### src/rtl/credit_rx_mem.sv
`default_nettype none
// ============================================================================
// Module   : credit_rx_mem
// Brief    : DEPTH x WIDTH register array, one write port, combinational read.
// Revision : 1.0
// ============================================================================
module credit_rx_mem #(
    parameter int WIDTH  = 32,
    parameter int DEPTH  = 4,
    parameter int ADDR_W = $clog2(DEPTH)
) (
    input  logic              clk,
    input  logic              i_we,
    input  logic [ADDR_W-1:0] i_waddr,
    input  logic [WIDTH-1:0]  i_wdata,
    input  logic [ADDR_W-1:0] i_raddr,
    output logic [WIDTH-1:0]  o_rdata
);

    // Storage is deliberately left unreset; OutValid qualifies every read.
    logic [WIDTH-1:0] r_mem [DEPTH];

    always_ff @(posedge clk) begin
        if (i_we) begin
            r_mem[i_waddr] <= i_wdata;
        end
    end

    assign o_rdata = r_mem[i_raddr];

endmodule
`default_nettype wire

### src/rtl/credit_rx_buffer.sv
`default_nettype none
// ============================================================================
// Module   : credit_rx_buffer
// Brief    : Receiver FIFO for a credit-based link; returns one credit per pop.
// Revision : 1.0
// ============================================================================
module credit_rx_buffer #(
    parameter int WIDTH = 32,
    parameter int DEPTH = 4
) (
    input  logic                       clk,
    input  logic                       resetn,
    input  logic                       InValid,
    input  logic [WIDTH-1:0]           InData,
    output logic                       OutValid,
    input  logic                       OutReady,
    output logic [WIDTH-1:0]           OutData,
    output logic                       CreditReturn,
    output logic [$clog2(DEPTH+1)-1:0] Count,
    output logic                       Overflow
);

    localparam int AW = $clog2(DEPTH);
    localparam int CW = $clog2(DEPTH+1);
    localparam logic [CW-1:0] c_depth = CW'(DEPTH);

    logic [AW-1:0] r_wrptr;
    logic [AW-1:0] r_rdptr;
    logic [CW-1:0] r_count;
    logic          r_credit;
    logic          r_overflow;

    logic w_full;
    logic w_empty;
    logic w_pop;
    logic w_push_acc;
    logic w_drop;

    assign w_full     = (r_count == c_depth);
    assign w_empty    = (r_count == '0);
    assign w_pop      = ~w_empty & OutReady;
    // A full buffer still accepts a push when the head leaves in the same cycle.
    assign w_push_acc = InValid & (~w_full | w_pop);
    assign w_drop     = InValid & w_full & ~w_pop;

    always_ff @(posedge clk) begin
        if (!resetn) begin
            r_wrptr    <= '0;
            r_rdptr    <= '0;
            r_count    <= '0;
            r_credit   <= 1'b0;
            r_overflow <= 1'b0;
        end else begin
            r_credit <= w_pop;
            if (w_push_acc) begin
                r_wrptr <= r_wrptr + AW'(1);
            end
            if (w_pop) begin
                r_rdptr <= r_rdptr + AW'(1);
            end
            if (w_push_acc && !w_pop) begin
                r_count <= r_count + CW'(1);
            end else if (w_pop && !w_push_acc) begin
                r_count <= r_count - CW'(1);
            end
            if (w_drop) begin
                r_overflow <= 1'b1;
            end
        end
    end

    credit_rx_mem #(
        .WIDTH (WIDTH),
        .DEPTH (DEPTH),
        .ADDR_W(AW)
    ) u_mem (
        .clk    (clk),
        .i_we   (w_push_acc),
        .i_waddr(r_wrptr),
        .i_wdata(InData),
        .i_raddr(r_rdptr),
        .o_rdata(OutData)
    );

    assign OutValid     = ~w_empty;
    assign CreditReturn = r_credit;
    assign Count        = r_count;
    assign Overflow     = r_overflow;

endmodule
`default_nettype wire

### config.mk
export PLATFORM = sky130hd
export DESIGN_NAME = credit_rx_buffer
export DESIGN_NICKNAME = d
export VERILOG_FILES = /design/src/rtl/credit_rx_mem.sv /design/src/rtl/credit_rx_buffer.sv
export SDC_FILE = /design/constraint.sdc
export NUM_CORES = 1
export LEC_CHECK = 0
export ABC_AREA = 1
export BUFFER_PORTS_ARGS = -buffer_cell sky130_fd_sc_hd__buf_2
export CORE_ASPECT_RATIO = 0.7
export CORE_MARGIN = 5
export CORE_UTILIZATION = 45
export DETAILED_ROUTE_END_ITERATION = 6
export SKIP_LAST_GASP = 1
export SLEW_MARGIN = 20
export SYNTH_ARGS = -nofsm -noshare
export SYNTH_HDL_FRONTEND = slang
export SYNTH_SLANG_ARGS = --single-unit
export TNS_END_PERCENT = 50
### constraint.sdc
create_clock -name clk -period 6.35 [get_ports clk]
set_clock_uncertainty 0.05 [all_clocks]
set_input_delay 0 -clock clk [delete_from_list [all_inputs] [get_ports clk]]
set_output_delay 0 -clock clk [all_outputs]
set_load 0.05 [all_outputs]
==> impl_metrics.tcl, run 1 <==
set metrics [dict create \
    insertion_delay_ns 0.40 \
    outcome "completed" \
    vdd_drop_max_mv 0.280 \
    setup_viol_count_final 0 \
    synth_top_family_by_area "compound AO/OA/AOI/OAI gates" \
    synth-xor-area-share_pct 0.164 \
    post-dp-hpwl_um 6030 \
    finalSetupTns_ns 0 \
    slew_headroom_pct 28.8 \
    synth_area_leader_cell "edfxtp_1" \
    wl_per_cell_um 16.0 \
    wl_um 10700 \
    mostFrequentLayoutCells "edfxtp_1, buf_2, nor2_1, o21ai_0, dlygate4sd3_1" \
    antenna_found_initial 0 \
    core.rowCount 33 \
    path_max_fanout 33 \
    synth_cell_types 22 \
    critPathArrivalTime_ns 2.22 \
    grt_pass1_wl_um 17100 \
    yosysSeqAreaShare_pct 76.2 \
    fin_crit_ns 2.27 \
    grt_pass1_vias 3336 \
    port_buffers 73 \
    crit_family "buffers and inverters" \
    grt_max_degree 66 \
    worst_pin_slew_ns 1.06 \
    clkSlewWorstSetupHoldPaths_ns 0.06 \
    via_count 3311 \
    synth-simple-area-share_pct 7.23 \
    syn_area_sq_um 5330 \
    worstPathCellList "buf_4 -> inv_2 -> o21ai_1 -> o22ai_1 -> buf_2" \
    firstDrtPassIters 4 \
    ys_warn_count 0 \
    cts_resized 0 \
    clockBufferDepth 2 \
    drv_cap 0 \
    synthAdderAreaFrac_pct 1.55 \
    drv_slew 0 \
    synth-compound-area-share_pct 10.4 \
    cts_buffers 17 \
    yosys.area.top_type_share_pct 72.1 \
    drive_above_1_share_pct 22.2 \
    area_growth_syn_to_layout_pct 26.4 \
    htreeDepth 4 \
    core_region_area_sq_um 11600 \
    cpMaxStageDelayCell "inv_2" \
    io_pins 74 \
    critPathMaxStageDelay_ns 0.50 \
    startpoint_type "flip-flop" \
    routabilityCongestion 0.833 \
    fillers 978 \
    synthMuxAreaShare_pct 0 \
    ys_top_cells_by_area "edfxtp_1, nor2_1, dfxtp_1" \
    routed_via_density 4.98 \
    ys_seq_elements 139 \
    cp-end-kind "primary output" \
    rsz0062_at_grt "false" \
    leakage_nw 2.46 \
    period_share_pct 35.8 \
    syn_nets 427 \
    p_total_w 0.00302 \
    crit_type "reg2out" \
    cts_tree "built" \
    layout.nets 537 \
    syn_area_per_cell_sq_um 13.9 \
    die_area_sq_um 14200 \
    grt_usage_pct 15.7 \
    antenna_cells 0 \
    grt_overflow 0 \
    cp_data_required_time_ns 6.30 \
    timing.fmax_mhz 440 \
    ant_nets 0 \
    cellPowerDensity_nw_per_um2 448 \
    clock-sinks 139 \
    cts_setup_buffers 0 \
    drc 0 \
    hold_buffers 35 \
    die_w_um 140 \
    die_y_um 101 \
    path_buf_inv 3 \
    netlist_instances 385 \
    finalHoldViolCount 0 \
    hp-class "in2reg" \
    clock-root-buffer "clkbuf_16" \
    final_common_cell "edfxtp_1" \
    drt_iter0_drc 210 \
    start_util_pct 45.8 \
]
[worst paths after layout]
check | start | end | slack [ns] | depth (start not counted)
worst max register to register | Count[1] | u_mem.r_mem[2][4] | 4.08 | 4
worst max-delay path | flip-flop | OutData[18] | 4.08 | 5
worst min register to register | Overflow | Overflow | 0.41 | 2
worst min-delay path | InData[1] | u_mem.r_mem[3][1] | 0.30 | 2
[flip-flops by register name, summed over array words and instances, names as in the netlist, named ones only]
register,count
CreditReturn,1
u_mem.r_mem,128
r_rdptr,2
Count,3
Overflow,1
r_wrptr,2
[where the power goes]
part | leakage, nW | internal [W] | total (W) | switching, W
combinational | 0.908 | 0.000206 | 0.000891 | 0.000685
sequential | 1.27 | 0.00109 | 0.00116 | 0.0000691
clock | 0.282 | 0.000611 | 0.000964 | 0.000353
total | 2.46 | 0.00191 | 0.00302 | 0.00111
[cells in the mapped netlist]
cell      number
a21oi_1        6
buf_2          6
buf_4          3
buf_6          9
clkbuf_1       1
dfxtp_1       11
edfxtp_1     128
fa_1           1
ha_1           5
inv_1         17
inv_2          1
inv_8          1
nand2_1       12
nand2_2        2
nand3_1        6
nand4_1        1
nor2_1        76
nor2_2         1
o21ai_0       37
o21ai_1       28
o22ai_1       32
xor2_1         1
[area by class of cell]
cell class	count	area (sq um)	area share, %
tap	157	196	2.91
clock buffer	18	429	6.37
inverter	19	78.8	1.17
multi-input combinational	208	1060	15.8
clock inverter	14	154	2.28
sequential	139	4070	60.4
timing repair buffer	110	751	11.1
[cell families (layout without fill, tap and decap cells)]
family	after synthesis	in the layout
xor+xnor	1	1
simple gates	98	98
buf+inv	38	161
compound gates	103	103
flops	139	139
fa+ha+maj	6	6
[per-layer routing]
metal | wire length [um] | part of all wire [%] | up-vias | GRT usage [%]
met5 | 0 | 0 | - | 0
met4 | 83 | 0.78 | 0 | 4.47
met3 | 442 | 4.1 | 10 | 4.69
met2 | 4800 | 45 | 64 | 24.2
met1 | 5330 | 50 | 1597 | 21.8
li1 | - | - | 1640 | -
[worst register-to-register path, cell delays in order (launching register included)]
cell and delay [ns]:
dfxtp_1 0.41, nor2_2 0.09, nand3_1 0.16, nand2_1 0.28, nor2_4 0.89
[through the flow]
step	area (sq um)	setup slack, ns	hold slack (ns)	util [%]	std cells
global placement	5780	4.14	0.167	49.6	597
detailed placement	5780	4.01	0.169	49.6	597
floorplan	5330	3.42	0.0489	-	385
CTS	6710	3.69	0.282	57.6	664
finish	6740	4.08	0.299	57.9	665
global route	6740	3.88	0.289	57.9	665
(Power assumes the default switching activity.)
==> run 2, diff against run 1 <==
Clock period 6.35 ns to 2.3 ns, I/O delays scaled along.
==> run 2 against run 1 <==
  * Sequential share of layout area decreased by 0.90 points
  * Via count increased by 1.9%
  * Largest power group unchanged
  * Combinational power increased to 2.9 times the previous value
==> impl_metrics.tcl, run 2 (synthesized netlist as in run 1, its figures left out) <==
set metrics [dict create \
    outcome "completed" \
    routed_via_density 4.98 \
    largest_reg_flops 128 \
    layout.nets 550 \
    setup_ws_ns 0.0946 \
    startpoint "r_wrptr[1]" \
    regMostFlops "u_mem.r_mem" \
    seqCellArea_sq_um 4070 \
    finalSetupTns_ns 0 \
    clock-sinks 139 \
    rsz0062_at_grt "true" \
    setup_viol_count_final 0 \
    die_y_um 101 \
    dp.cells 609 \
    vdd_drop_max_mv 0.707 \
    hold_slack_ns 0.296 \
    htreeDepth 4 \
    mostFrequentLayoutCells "edfxtp_1, buf_2, nor2_1, o21ai_0, dlygate4sd3_1" \
    startpoint_type "flip-flop" \
    cellPowerDensity_nw_per_um2 1220 \
    grt_pass1_wl_um 18100 \
    firstDrtPassIters 4 \
    hp-class "in2reg" \
    antenna_cells 0 \
    antenna_found_initial 0 \
    drive_above_1_share_pct 24.8 \
    drc 0 \
    reg2reg_from "r_wrptr[1]" \
    ant_nets 0 \
    critPathArrivalTime_ns 2.45 \
    wl_um 11100 \
    drt_iter0_drc 178 \
    rrSetupSlack_ns 0.09 \
    grt_overflow 0 \
    cp-end-kind "flip-flop" \
    routabilityCongestion 0.729 \
    drv_slew 0 \
    die_area_sq_um 14200 \
    grt_max_degree 65 \
    crit_type "reg2reg" \
    clockBufferDepth 2 \
    wl_per_cell_um 16.3 \
    worst_pin_slew_ns 0.409 \
    start_util_pct 45.8 \
    drv_cap 0 \
    port_buffers 73 \
    rr_worst_depth 8 \
    pre_cts_ws_ns 0.337 \
    die_w_um 140 \
    leakage_nw 2.52 \
    path_max_fanout 4 \
    cts_buffers 17 \
    cts_tree "built" \
    final_cells 678 \
    fillers 981 \
    multi_input_area_sq_um 1060 \
    grt_usage_pct 16.4 \
    via_count 3375 \
    insertion_delay_ns 0.40 \
    core_region_area_sq_um 11600 \
    io_pins 74 \
    finalHoldViolCount 0 \
    fin_crit_ns 2.21 \
    grt_pass1_vias 3514 \
    period_share_pct 95.9 \
    cp_data_required_time_ns 2.54 \
    final_common_cell "edfxtp_1" \
    reg2reg_to "r_wrptr[1]" \
    timing.fmax_mhz 453 \
    area_growth_syn_to_layout_pct 28.3 \
    crit_end "r_wrptr[1]" \
    post-dp-hpwl_um 6510 \
    clkSlewWorstSetupHoldPaths_ns 0.06 \
    clock-root-buffer "clkbuf_16" \
    core.rowCount 33 \
    slew_headroom_pct 72.7 \
]
==> run 2: cell count changes in the layout (fill, tap and decap cells not counted), moves of 2 or more <==
| cell | before | now |
|---|---|---|
| buf_4 | 1 | 11 |
| clkinv_4 | 2 | 4 |
| clkinv_2 | 4 | 0 |
| buf_12 | 0 | 2 |
| dlygate4sd3_1 | 35 | 37 |
| clkinv_1 | 3 | 0 |
| inv_6 | 0 | 7 |
| bufinv_16 | 3 | 1 |
==> run 2: worst min-delay path by stage <==
stage               slack (ns)  cells past startpoint                 end        from
global placement          0.16                      1  u_mem.r_mem[1][25]  InData[25]
finish                    0.30                      2   u_mem.r_mem[1][7]   InData[7]
global route              0.30                      2  u_mem.r_mem[0][20]  InData[20]
CTS                       0.28                      2  u_mem.r_mem[2][11]  InData[11]
detailed placement        0.17                      1  u_mem.r_mem[1][25]  InData[25]
floorplan                 0.05                      0   u_mem.r_mem[0][0]   InData[0]
==> run 2: metal layers <==
metal,GRT usage (%),up-vias,part of all wire [%],wire length (um)
met5,0,-,0,0
met4,6.03,0,0.99,110
met3,3.70,10,5.6,616
met2,26.3,83,47,5240
met1,22.2,1618,46,5100
li1,-,1664,-,-
==> run 2: worst max-delay path, cell delays in order (launching register included) <==
cell and delay, ns:
dfxtp_1 0.39, inv_1 0.08, ha_1 0.27, inv_1 0.06
nand3_1 0.06, nand2_1 0.06, dlygate4sd3_1 0.54, nor2_1 0.04
dlygate4sd3_1 0.54
==> run 2: what timing repair did <==
item	in CTS	in global routing
setup endpoints to repair	0	11
hold endpoints to repair	139	0
buffers inserted	0	0
hold buffers	37	0
resized for setup	0	2
==> run 2: cell type report <==
type                            count  share of cell area, %
Sequential cell                   139                   59.5
Multi-Input combinational cell    208                   15.5
Timing Repair Buffer              123                   12.5
Clock buffer                       17                   6.22
Tap cell                          157                   2.87
Clock inverter                     15                   2.23
Inverter                           19                   1.15
==> run 2: per-stage QoR <==
stage               area [sq um]  util, %  total power, W
floorplan                   5340        -         0.00518
global placement            5890     50.6         0.00573
detailed placement          5890     50.6         0.00577
CTS                         6840     58.7         0.00844
global route                6840     58.8         0.00877
finish                      6840     58.8         0.00837
==> run 2: power breakdown <==
group,internal (W),switching [W]
Clock,0.00152,0.00109
Sequential,0.00301,0.000145
Combinational,0.000631,0.00196
